## src/rtl/cp_remove.sv

```systemverilog
// cp_remove: drops the cyclic prefix of each OFDM symbol and frames
// N_FFT useful samples (sop/eop) for the FFT, with a per-symbol back-off.
//
// Ports:
//   clk, rst          clock, synchronous active-high reset
//   en                clock enable, holds all state and outputs when low
//   in_valid, in_sop  input strobe, first-CP-sample marker
//   in_i, in_q        input sample (signed)
//   backoff           window back-off, latched on an accepted sop
//   out_valid         output strobe
//   out_sop, out_eop  first / last useful sample of a symbol
//   out_i, out_q      output sample, held while out_valid is low
//   sym_err           one-cycle pulse when a sop cuts a symbol short
module cp_remove #(
  parameter int N_FFT  = 1024,
  parameter int CP_LEN = 32,
  parameter int DW     = 20
) (
  input  logic                        clk,
  input  logic                        rst,
  input  logic                        en,
  input  logic                        in_valid,
  input  logic                        in_sop,
  input  logic signed [DW-1:0]        in_i,
  input  logic signed [DW-1:0]        in_q,
  input  logic [$clog2(CP_LEN)-1:0]   backoff,
  output logic                        out_valid,
  output logic                        out_sop,
  output logic                        out_eop,
  output logic signed [DW-1:0]        out_i,
  output logic signed [DW-1:0]        out_q,
  output logic                        sym_err
);

  localparam int BW = $clog2(CP_LEN);
  localparam int KW = $clog2(CP_LEN + N_FFT);
  localparam int PW = $clog2(N_FFT);

  typedef enum logic [1:0] {
    S_IDLE,
    S_SKIP,
    S_PASS,
    S_TAIL
  } state_t;

  state_t        r_state;
  // index k of the next accepted sample within the symbol
  logic [KW-1:0] r_k;
  logic [PW-1:0] r_pcnt;
  logic [BW-1:0] r_bo;
  // drop count D = CP_LEN - bo, needs one extra bit for D = CP_LEN
  logic [BW:0]   r_d;

  logic          w_acc;
  logic          w_sop;
  logic          w_pass;
  logic          w_last;
  logic          w_skip_end;
  logic          w_tail_end;
  logic [BW:0]   w_d;

  assign w_acc      = en & in_valid;
  assign w_sop      = w_acc & in_sop;
  assign w_d        = (BW+1)'(CP_LEN) - {1'b0, backoff};
  assign w_pass     = w_acc & ~in_sop & (r_state == S_PASS);
  assign w_last     = (r_pcnt == PW'(N_FFT - 1));
  assign w_skip_end = (r_k == KW'(r_d) - KW'(1));
  assign w_tail_end = (r_k == KW'(CP_LEN + N_FFT - 1));

  always_ff @(posedge clk) begin
    if (rst) begin
      r_state   <= S_IDLE;
      r_k       <= '0;
      r_pcnt    <= '0;
      r_bo      <= '0;
      r_d       <= '0;
      out_valid <= 1'b0;
      out_sop   <= 1'b0;
      out_eop   <= 1'b0;
      sym_err   <= 1'b0;
      out_i     <= '0;
      out_q     <= '0;
    end else if (en) begin
      out_valid <= w_pass;
      out_sop   <= w_pass & (r_pcnt == '0);
      out_eop   <= w_pass & w_last;
      sym_err   <= w_sop & (r_state != S_IDLE);
      if (w_pass) begin
        out_i <= in_i;
        out_q <= in_q;
      end
      if (w_sop) begin
        // sop is k=0 and always dropped; with D=1 the
        // very next sample is already the first useful one
        r_bo   <= backoff;
        r_d    <= w_d;
        r_k    <= KW'(1);
        r_pcnt <= '0;
        r_state <= (w_d == (BW+1)'(1)) ? S_PASS : S_SKIP;
      end else if (w_acc) begin
        unique case (r_state)
          S_IDLE: begin
            r_state <= S_IDLE;
          end
          S_SKIP: begin
            r_k <= r_k + KW'(1);
            if (w_skip_end)
              r_state <= S_PASS;
          end
          S_PASS: begin
            r_k <= r_k + KW'(1);
            if (w_last) begin
              r_pcnt  <= '0;
              r_state <= (r_bo != '0) ? S_TAIL
                                      : S_IDLE;
            end else begin
              r_pcnt <= r_pcnt + PW'(1);
            end
          end
          S_TAIL: begin
            r_k <= r_k + KW'(1);
            if (w_tail_end)
              r_state <= S_IDLE;
          end
          default: r_state <= S_IDLE;
        endcase
      end
    end
  end

endmodule

```

## config.mk

```make
export PLATFORM = sky130hd
export DESIGN_NAME = cp_remove
export DESIGN_NICKNAME = d
export VERILOG_FILES = /design/src/rtl/cp_remove.sv
export SDC_FILE = /design/constraint.sdc
export NUM_CORES = 1
export LEC_CHECK = 0
export CORE_ASPECT_RATIO = 1.4
export CORE_UTILIZATION = 45
export CTS_CLUSTER_DIAMETER = 40
export DETAILED_ROUTE_END_ITERATION = 16
export HOLD_SLACK_MARGIN = 0.08
export PLACE_DENSITY = 0.76
export SYNTH_ARGS = -nofsm -noshare
export SYNTH_HDL_FRONTEND = slang
export SYNTH_SLANG_ARGS = --single-unit
```

## constraint.sdc

```tcl
create_clock -name clk -period 2.3 [get_ports clk]
set_input_delay 0.345 -clock clk [delete_from_list [all_inputs] [get_ports clk]]
set_output_delay 0.345 -clock clk [all_outputs]
set_load 0.01 [all_outputs]
```

==> impl_metrics.tcl, run 1 <==
set metrics [dict create \
    max_cap_viol_count 0 \
    antenna_cells_inserted 0 \
    final_min_period_over_clock_period_pct 93.2 \
    cts-buffers-inserted 9 \
    filler_cell_count 666 \
    highest_ir_drop_seen_on_vdd_mv 0.501 \
    regToRegSetupSlack_ps 160 \
    post-synth-top-count-cell "sky130_fd_sc_hd__nand2_1" \
    min_path_type "in -> reg" \
    finalHoldWorstSlack_ps 426 \
    cp.depth 8 \
    detail_route.vias_per_cell 5.15 \
    r2r-end "r_state[0]" \
    synth.distinct_cells 41 \
    clkSinkCount 77 \
    run_status "finished clean" \
    cts_root_buf "sky130_fd_sc_hd__clkbuf_8" \
    post_synth_most_frequent_cells "sky130_fd_sc_hd__nand2_1 (113), sky130_fd_sc_hd__dfxtp_1 (77), sky130_fd_sc_hd__a21oi_1 (64)" \
    multi_input_area_um2 1730 \
    worst_slew_margin_rel_pct 71.8 \
    detailedRoute.firstPassIterationCount 4 \
    dpl.hpwl_um 5880 \
    post_synth_edffs 0 \
    ys_ff_latch 77 \
    grt_antenna_before_repair 0 \
    critPathTopFamily "compound AO/OA/AOI/OAI gates" \
    routedWlPerCell_um 13.0 \
    synth_area_um2 3380 \
    synth-seq-area-share_pct 45.6 \
    cpMaxStageDelayCell "sky130_fd_sc_hd__or4b_4" \
    fp.dieW_um 75.2 \
    h-tree-depth 3 \
    synth.area.top_cells "sky130_fd_sc_hd__dfxtp_1 (46%), sky130_fd_sc_hd__nand2_1 (13%), sky130_fd_sc_hd__a21oi_1 (9.5%)" \
    synth_area_per_cell_um2 7.96 \
    core_um2 7310 \
    finalMaxSlewViolations 0 \
    final_replace_weighted_congestion 0.865 \
    rsz0062_at_grt "false" \
    synth_top_cell_area_share_pct 45.6 \
    drt-initial-drc-count 145 \
    regArea_um2 1540 \
    clk_pin_slew_worst_paths_ps 80 \
    synth_nets 484 \
    clock_tree_from_tritoncts "built" \
    cpPeakStageDelay_ps 500 \
    detail-route-antenna-nets 0 \
    worstSetupEndpoint "r_state[0]" \
    vertical_die_dimension_um 105 \
    total_wire_length_um 8110 \
    crit_path_cell_trace "inv_1 -> ha_2 -> or4b_4 -> a21oi_1 -> o221ai_2 -> o31ai_4 -> a211oi_1 -> a31o_2" \
    fp-row-count 37 \
    critical_path_class "reg -> reg" \
    r2r-start "r_d[1]" \
    max-clock-path-buffers 2 \
    grt_max_degree 43 \
    timing_worst_slew_pin_value_ps 419 \
    critPathCaptureType "flip-flop" \
    area.growth.synth_to_final_pct 38.1 \
    grtUsageTotal_pct 22.8 \
    post_synth_inst_count 424 \
    ios 94 \
    worstPathMaxFanout 4 \
    routed-via-count 3204 \
    worst_r2r_path_depth 8 \
    setup_tns_ps 0 \
    max_freq_mhz 467 \
    clock_latency_ps 350 \
    synth.yosys.warnings 0 \
    crit_path_start_kind "flip-flop" \
    grt_pass1_vias 3164 \
    first_pass_grt_wire_length_um 13900 \
    final_nets 580 \
    timing.critical_path.arrival_ps 2390 \
    start_util_pct 46.2 \
    finalHoldViolCount 0 \
    final_period_minus_worst_setup_slack_ps 2140 \
    async_sr_flop_fraction_pct 0 \
    powerDensity_nw_per_um2 543 \
    ys_dominant_reg_cell "sky130_fd_sc_hd__dfxtp_1" \
    finalSetupViolations 0 \
    final.setup_skew_ps 4.70 \
    port-buffer-count 93 \
    top_cell_type_by_total_area_after_synthesis "sky130_fd_sc_hd__dfxtp_1" \
    design.die.area_um2 7860 \
    worst-endpoint-required_ps 2540 \
    power.leakage_nw 1.65 \
    drive_gt1_share_pct 8.00 \
    detail_route.drc_violations 0 \
    setup.worst_path.start "r_d[1]" \
    cp_num_buf_inv 1 \
    grt_remaining_overflow 0 \
]
[report_power, final]
| part | internal (W) | switching, W | leakage (nW) |
|---|---|---|---|
| Sequential | 0.00135 | 0.0000125 | 0.621 |
| Combinational | 0.000140 | 0.000111 | 0.936 |
| Clock | 0.000446 | 0.000478 | 0.0921 |
| Total | 0.00193 | 0.000601 | 1.65 |
[metal layers]
layer / global-route usage (%) / vias up / share of wire (%)
met3: 9.50 / 4 / 8.0
met4: 9.26 / 0 / 0.70
met1: 25.3 / 1501 / 40
met5: 0 / - / 0
li1: - / 1612 / -
met2: 37.6 / 87 / 51
[layout make-up]
cell class                      count  area share (%)
Clock buffer                       12            3.33
Clock inverter                      4           0.483
Inverter                           13            1.05
Multi-Input combinational cell    313            37.0
Sequential cell                    77            33.1
Tap cell                           97            2.60
Timing Repair Buffer              106            22.5
[state kept, by name, indices dropped and copies added, names as in the netlist]
signal and cells:
out_i 20, out_q 20, r_k 11, r_pcnt 10, r_bo 5, r_d 5, r_state 2, out_eop 1
out_sop 1, out_valid 1, sym_err 1
[through the flow]
step	utilization (%)	total power (W)	cell area (um2)	instances	setup slack (ps)
floorplan	-	0.00150	3380	424	198
global placement	60.8	0.00163	4450	605	117
detailed placement	60.8	0.00164	4450	605	17.8
CTS	63.3	0.00255	4630	621	5.57
global route	63.8	0.00264	4660	622	47.2
finish	63.8	0.00253	4660	622	157
[how the worst min path moves through the flow]
stage / end / slack (ps) / depth (start not counted) / start
2_1_floorplan: r_bo[4] / 440 / 2 / r_bo[4]
6_report: out_i[3] / 430 / 2 / rst
5_1_grt: out_i[3] / 410 / 2 / rst
3_5_place_dp: out_q[3] / 450 / 2 / out_q[3]
4_1_cts: r_pcnt[1] / 410 / 2 / rst
3_3_place_gp: out_i[10] / 440 / 2 / out_i[10]
[layout by cell type, fill, tap and decap left out, types with 2 or more instances in the layout]
| master | Yosys | layout |
|---|---|---|
| sky130_fd_sc_hd__nand2_1 | 113 | 113 |
| sky130_fd_sc_hd__clkdlybuf4s50_1 | 0 | 92 |
| sky130_fd_sc_hd__dfxtp_1 | 77 | 77 |
| sky130_fd_sc_hd__a21oi_1 | 64 | 64 |
| sky130_fd_sc_hd__nor2_1 | 35 | 35 |
| sky130_fd_sc_hd__xor2_1 | 15 | 15 |
| sky130_fd_sc_hd__inv_1 | 13 | 13 |
| sky130_fd_sc_hd__clkbuf_8 | 0 | 11 |
| sky130_fd_sc_hd__buf_4 | 0 | 11 |
| sky130_fd_sc_hd__ha_1 | 10 | 9 |
| sky130_fd_sc_hd__xnor2_1 | 8 | 8 |
| sky130_fd_sc_hd__nand4_1 | 7 | 7 |
| sky130_fd_sc_hd__nand3_1 | 6 | 6 |
| sky130_fd_sc_hd__nor3_1 | 6 | 6 |
| sky130_fd_sc_hd__or3_1 | 5 | 5 |
| sky130_fd_sc_hd__nand2b_1 | 4 | 4 |
| sky130_fd_sc_hd__nor4_1 | 5 | 4 |
| sky130_fd_sc_hd__a31oi_1 | 3 | 3 |
| sky130_fd_sc_hd__or2_2 | 3 | 3 |
| sky130_fd_sc_hd__clkinv_2 | 0 | 3 |
| sky130_fd_sc_hd__or4_1 | 2 | 2 |
| sky130_fd_sc_hd__nor3b_1 | 2 | 2 |
| sky130_fd_sc_hd__a31o_2 | 2 | 2 |
| sky130_fd_sc_hd__and4_1 | 2 | 2 |
| sky130_fd_sc_hd__a211oi_1 | 2 | 2 |
| sky130_fd_sc_hd__and3_1 | 2 | 2 |
| sky130_fd_sc_hd__o21ai_0 | 2 | 2 |
| sky130_fd_sc_hd__buf_12 | 0 | 2 |
[cell families after synthesis]
kind of cell | share of synthesized area (%)
and+or+nand+nor | 25.8
AOI/OAI and AO/OA | 14.2
DFF | 45.6
buffers and inverters | 4.08
xor gates and xnor gates | 6.63
adders and majority gates | 3.71
[what timing repair did]
action | 4_1_cts | 5_1_grt
gates resized for setup | 0 | 5
buffers inserted | 0 | 1
hold buffers | 0 | 0
setup endpoints to repair | 0 | 2
Note: power is estimated with default switching activity, not from simulation.
==> run 2, diff against run 1 <==
- TNS_END_PERCENT: not set -> 100
==> results of run 2 <==
The final DEF is identical to that of run 1; final timing and power are the same.
==> run 3, diff against run 2 <==
- CORE_UTILIZATION: 45 -> 48
- PLACE_DENSITY: 0.76 -> 0.8
- SKIP_LAST_GASP: not set -> 1
==> impl_metrics.tcl, run 3 (synthesized netlist as in run 1, its figures left out) <==
set metrics [dict create \
    max_freq_mhz 449 \
    cts-buffers-inserted 9 \
    start_util_pct 50.4 \
    timing_worst_slew_pin_value_ps 470 \
    detail_route.drc_violations 0 \
    clock_latency_ps 370 \
    detailedRoute.firstPassIterationCount 4 \
    drt-initial-drc-count 140 \
    crit_path_cell_trace "inv_1 -> ha_2 -> or4b_4 -> nor4_4 -> o221ai_2 -> o31ai_4 -> a211oi_2 -> a31o_2" \
    multi_input_area_um2 1730 \
    finalMaxSlewViolations 0 \
    switching_share_pct 26.4 \
    fp.dieW_um 72.9 \
    worst_slew_margin_rel_pct 68.5 \
    filler_cell_count 546 \
    detail_route.vias_per_cell 5.14 \
    clkSinkCount 77 \
    cts.hold.buffers_added 0 \
    port-buffer-count 93 \
    first_pass_grt_wire_length_um 13800 \
    grt_remaining_overflow 0 \
    place_inst 599 \
    fp-row-count 35 \
    power.share.clock_pct 37.3 \
    core_um2 6700 \
    clock_tree_from_tritoncts "built" \
    power.sequential.fraction_pct 53.0 \
    final.setup_skew_ps 10.3 \
    finalHoldViolCount 0 \
    psw_w 0.000678 \
    detail-route-antenna-nets 0 \
    finalHoldWorstSlack_ps 409 \
    run_status "finished clean" \
    worst-endpoint-required_ps 2560 \
    clk_pin_slew_worst_paths_ps 80 \
    routedWlPerCell_um 13.6 \
    max-clock-path-buffers 2 \
    critical_path_class "reg -> reg" \
    finalSetupViolations 0 \
    antenna_cells_inserted 0 \
    power.leakage_nw 1.63 \
    critPathCaptureType "flip-flop" \
    layout_commonest_cell "sky130_fd_sc_hd__nand2_1" \
    final_period_minus_worst_setup_slack_ps 2230 \
    ios 94 \
    grt_max_degree 43 \
    vertical_die_dimension_um 101 \
    grt_pass1_vias 3011 \
    cpPeakStageDelay_ps 500 \
    crit_path_start_kind "flip-flop" \
    max_cap_viol_count 0 \
    final_nets 579 \
    min_path_type "in -> reg" \
    cell_internal_pwr_w 0.00189 \
    timing.critical_path.arrival_ps 2490 \
    regArea_um2 1540 \
    final_min_period_over_clock_period_pct 96.9 \
    biggestRegsByFlops "out_i (20), out_q (20), r_k (11)" \
    powerDensity_nw_per_um2 553 \
    worstPathMaxFanout 3 \
    area.growth.synth_to_final_pct 37.3 \
    highest_ir_drop_seen_on_vdd_mv 0.571 \
    h-tree-depth 3 \
    cts_root_buf "sky130_fd_sc_hd__clkbuf_8" \
    dpl.hpwl_um 5840 \
    design.die.area_um2 7380 \
    cpMaxStageDelayCell "sky130_fd_sc_hd__or4b_4" \
    drive_gt1_share_pct 8.59 \
    final_replace_weighted_congestion 0.840 \
    routed-via-count 3168 \
    fin_util_pct 69.2 \
    grt_antenna_before_repair 0 \
    final-instance-count-excl-fill 616 \
    grtUsageTotal_pct 24.4 \
    post_dp_cell_area_um2 4410 \
    layout.cell_area.non_filler_um2 4640 \
    highest_count_cells_in_the_layout_ignoring_fill_and_taps "sky130_fd_sc_hd__nand2_1 (113), sky130_fd_sc_hd__clkdlybuf4s50_1 (92), sky130_fd_sc_hd__dfxtp_1 (76), sky130_fd_sc_hd__a21oi_1 (63), sky130_fd_sc_hd__nor2_1 (35)" \
    total_wire_length_um 8370 \
    combinationalPowerShare_pct 9.7 \
]
[run 3: changes by cell type in the layout (fill, tap and decap cells not counted), moves of 2 or more]
| cell | change |
|---|---|
| sky130_fd_sc_hd__clkinv_2 | -2 |
| sky130_fd_sc_hd__clkinvlp_4 | +2 |
| sky130_fd_sc_hd__clkbuf_8 | -2 |
| sky130_fd_sc_hd__inv_6 | +2 |
| sky130_fd_sc_hd__buf_12 | -2 |
[run 3: cell type report]
type	instances	area share, %
inverters	13	1.05
repair buffers	105	21.9
clock buffers	9	2.67
clock inverters	7	1.21
multi-input cells	313	37.4
well taps	92	2.48
flip-flops and latches	77	33.3
[run 3: repair_timing]
action,in CTS,in global routing
setup endpoints to repair,0,2
resized for setup,0,8
setup buffers,0,1
[run 3: metrics by stage]
step                      total power, W  setup TNS [ps]  setup slack (ps)
after floorplan                  0.00150               0               198
final                            0.00257               0              71.4
after global placement           0.00163               0               105
after detailed placement         0.00163               0              37.6
after CTS                        0.00257               0              22.4
after global routing             0.00267           -14.8             -14.8
[run 3: final timing paths]
kind         depth (start not counted)    endpoint      start  slack [ps]
max                                  8  r_state[0]    r_bo[0]          70
min                                  2   r_pcnt[1]        rst         410
max reg2reg                          8  r_state[0]    r_bo[0]          70
min reg2reg                          2   out_i[14]  out_i[14]         460
[run 3: power by group through the flow]
| stage | combinational, W | clock (W) | sequential [W] |
|---|---|---|---|
| 3_3_place_gp | 0.000236 | 0 | 0.00139 |
| 3_5_place_dp | 0.000240 | 0 | 0.00139 |
| 4_1_cts | 0.000242 | 0.000974 | 0.00136 |
| 5_1_grt | 0.000270 | 0.00104 | 0.00136 |
| 6_report | 0.000248 | 0.000958 | 0.00136 |
| 2_1_floorplan | 0.000107 | 0 | 0.00139 |
[run 3: worst max-delay path: cells and delay by family, from the launching register on]
| kind | cells | cell delay, ps |
|---|---|---|
| AND/OR/NAND/NOR | 2 | 740 |
| buffers and inverters | 1 | 80 |
| flip-flops | 1 | 320 |
| adder cells (fa/ha/maj) | 1 | 190 |
| AO/OA/AOI/OAI | 4 | 790 |
[run 3: metal layers]
layer	wire, um	GRT usage (%)	vias to the layer above
met5	0	0	-
met4	161	11.2	0
met3	654	9.05	14
met2	4150	40.2	86
met1	3400	27.9	1459
li1	-	-	1609
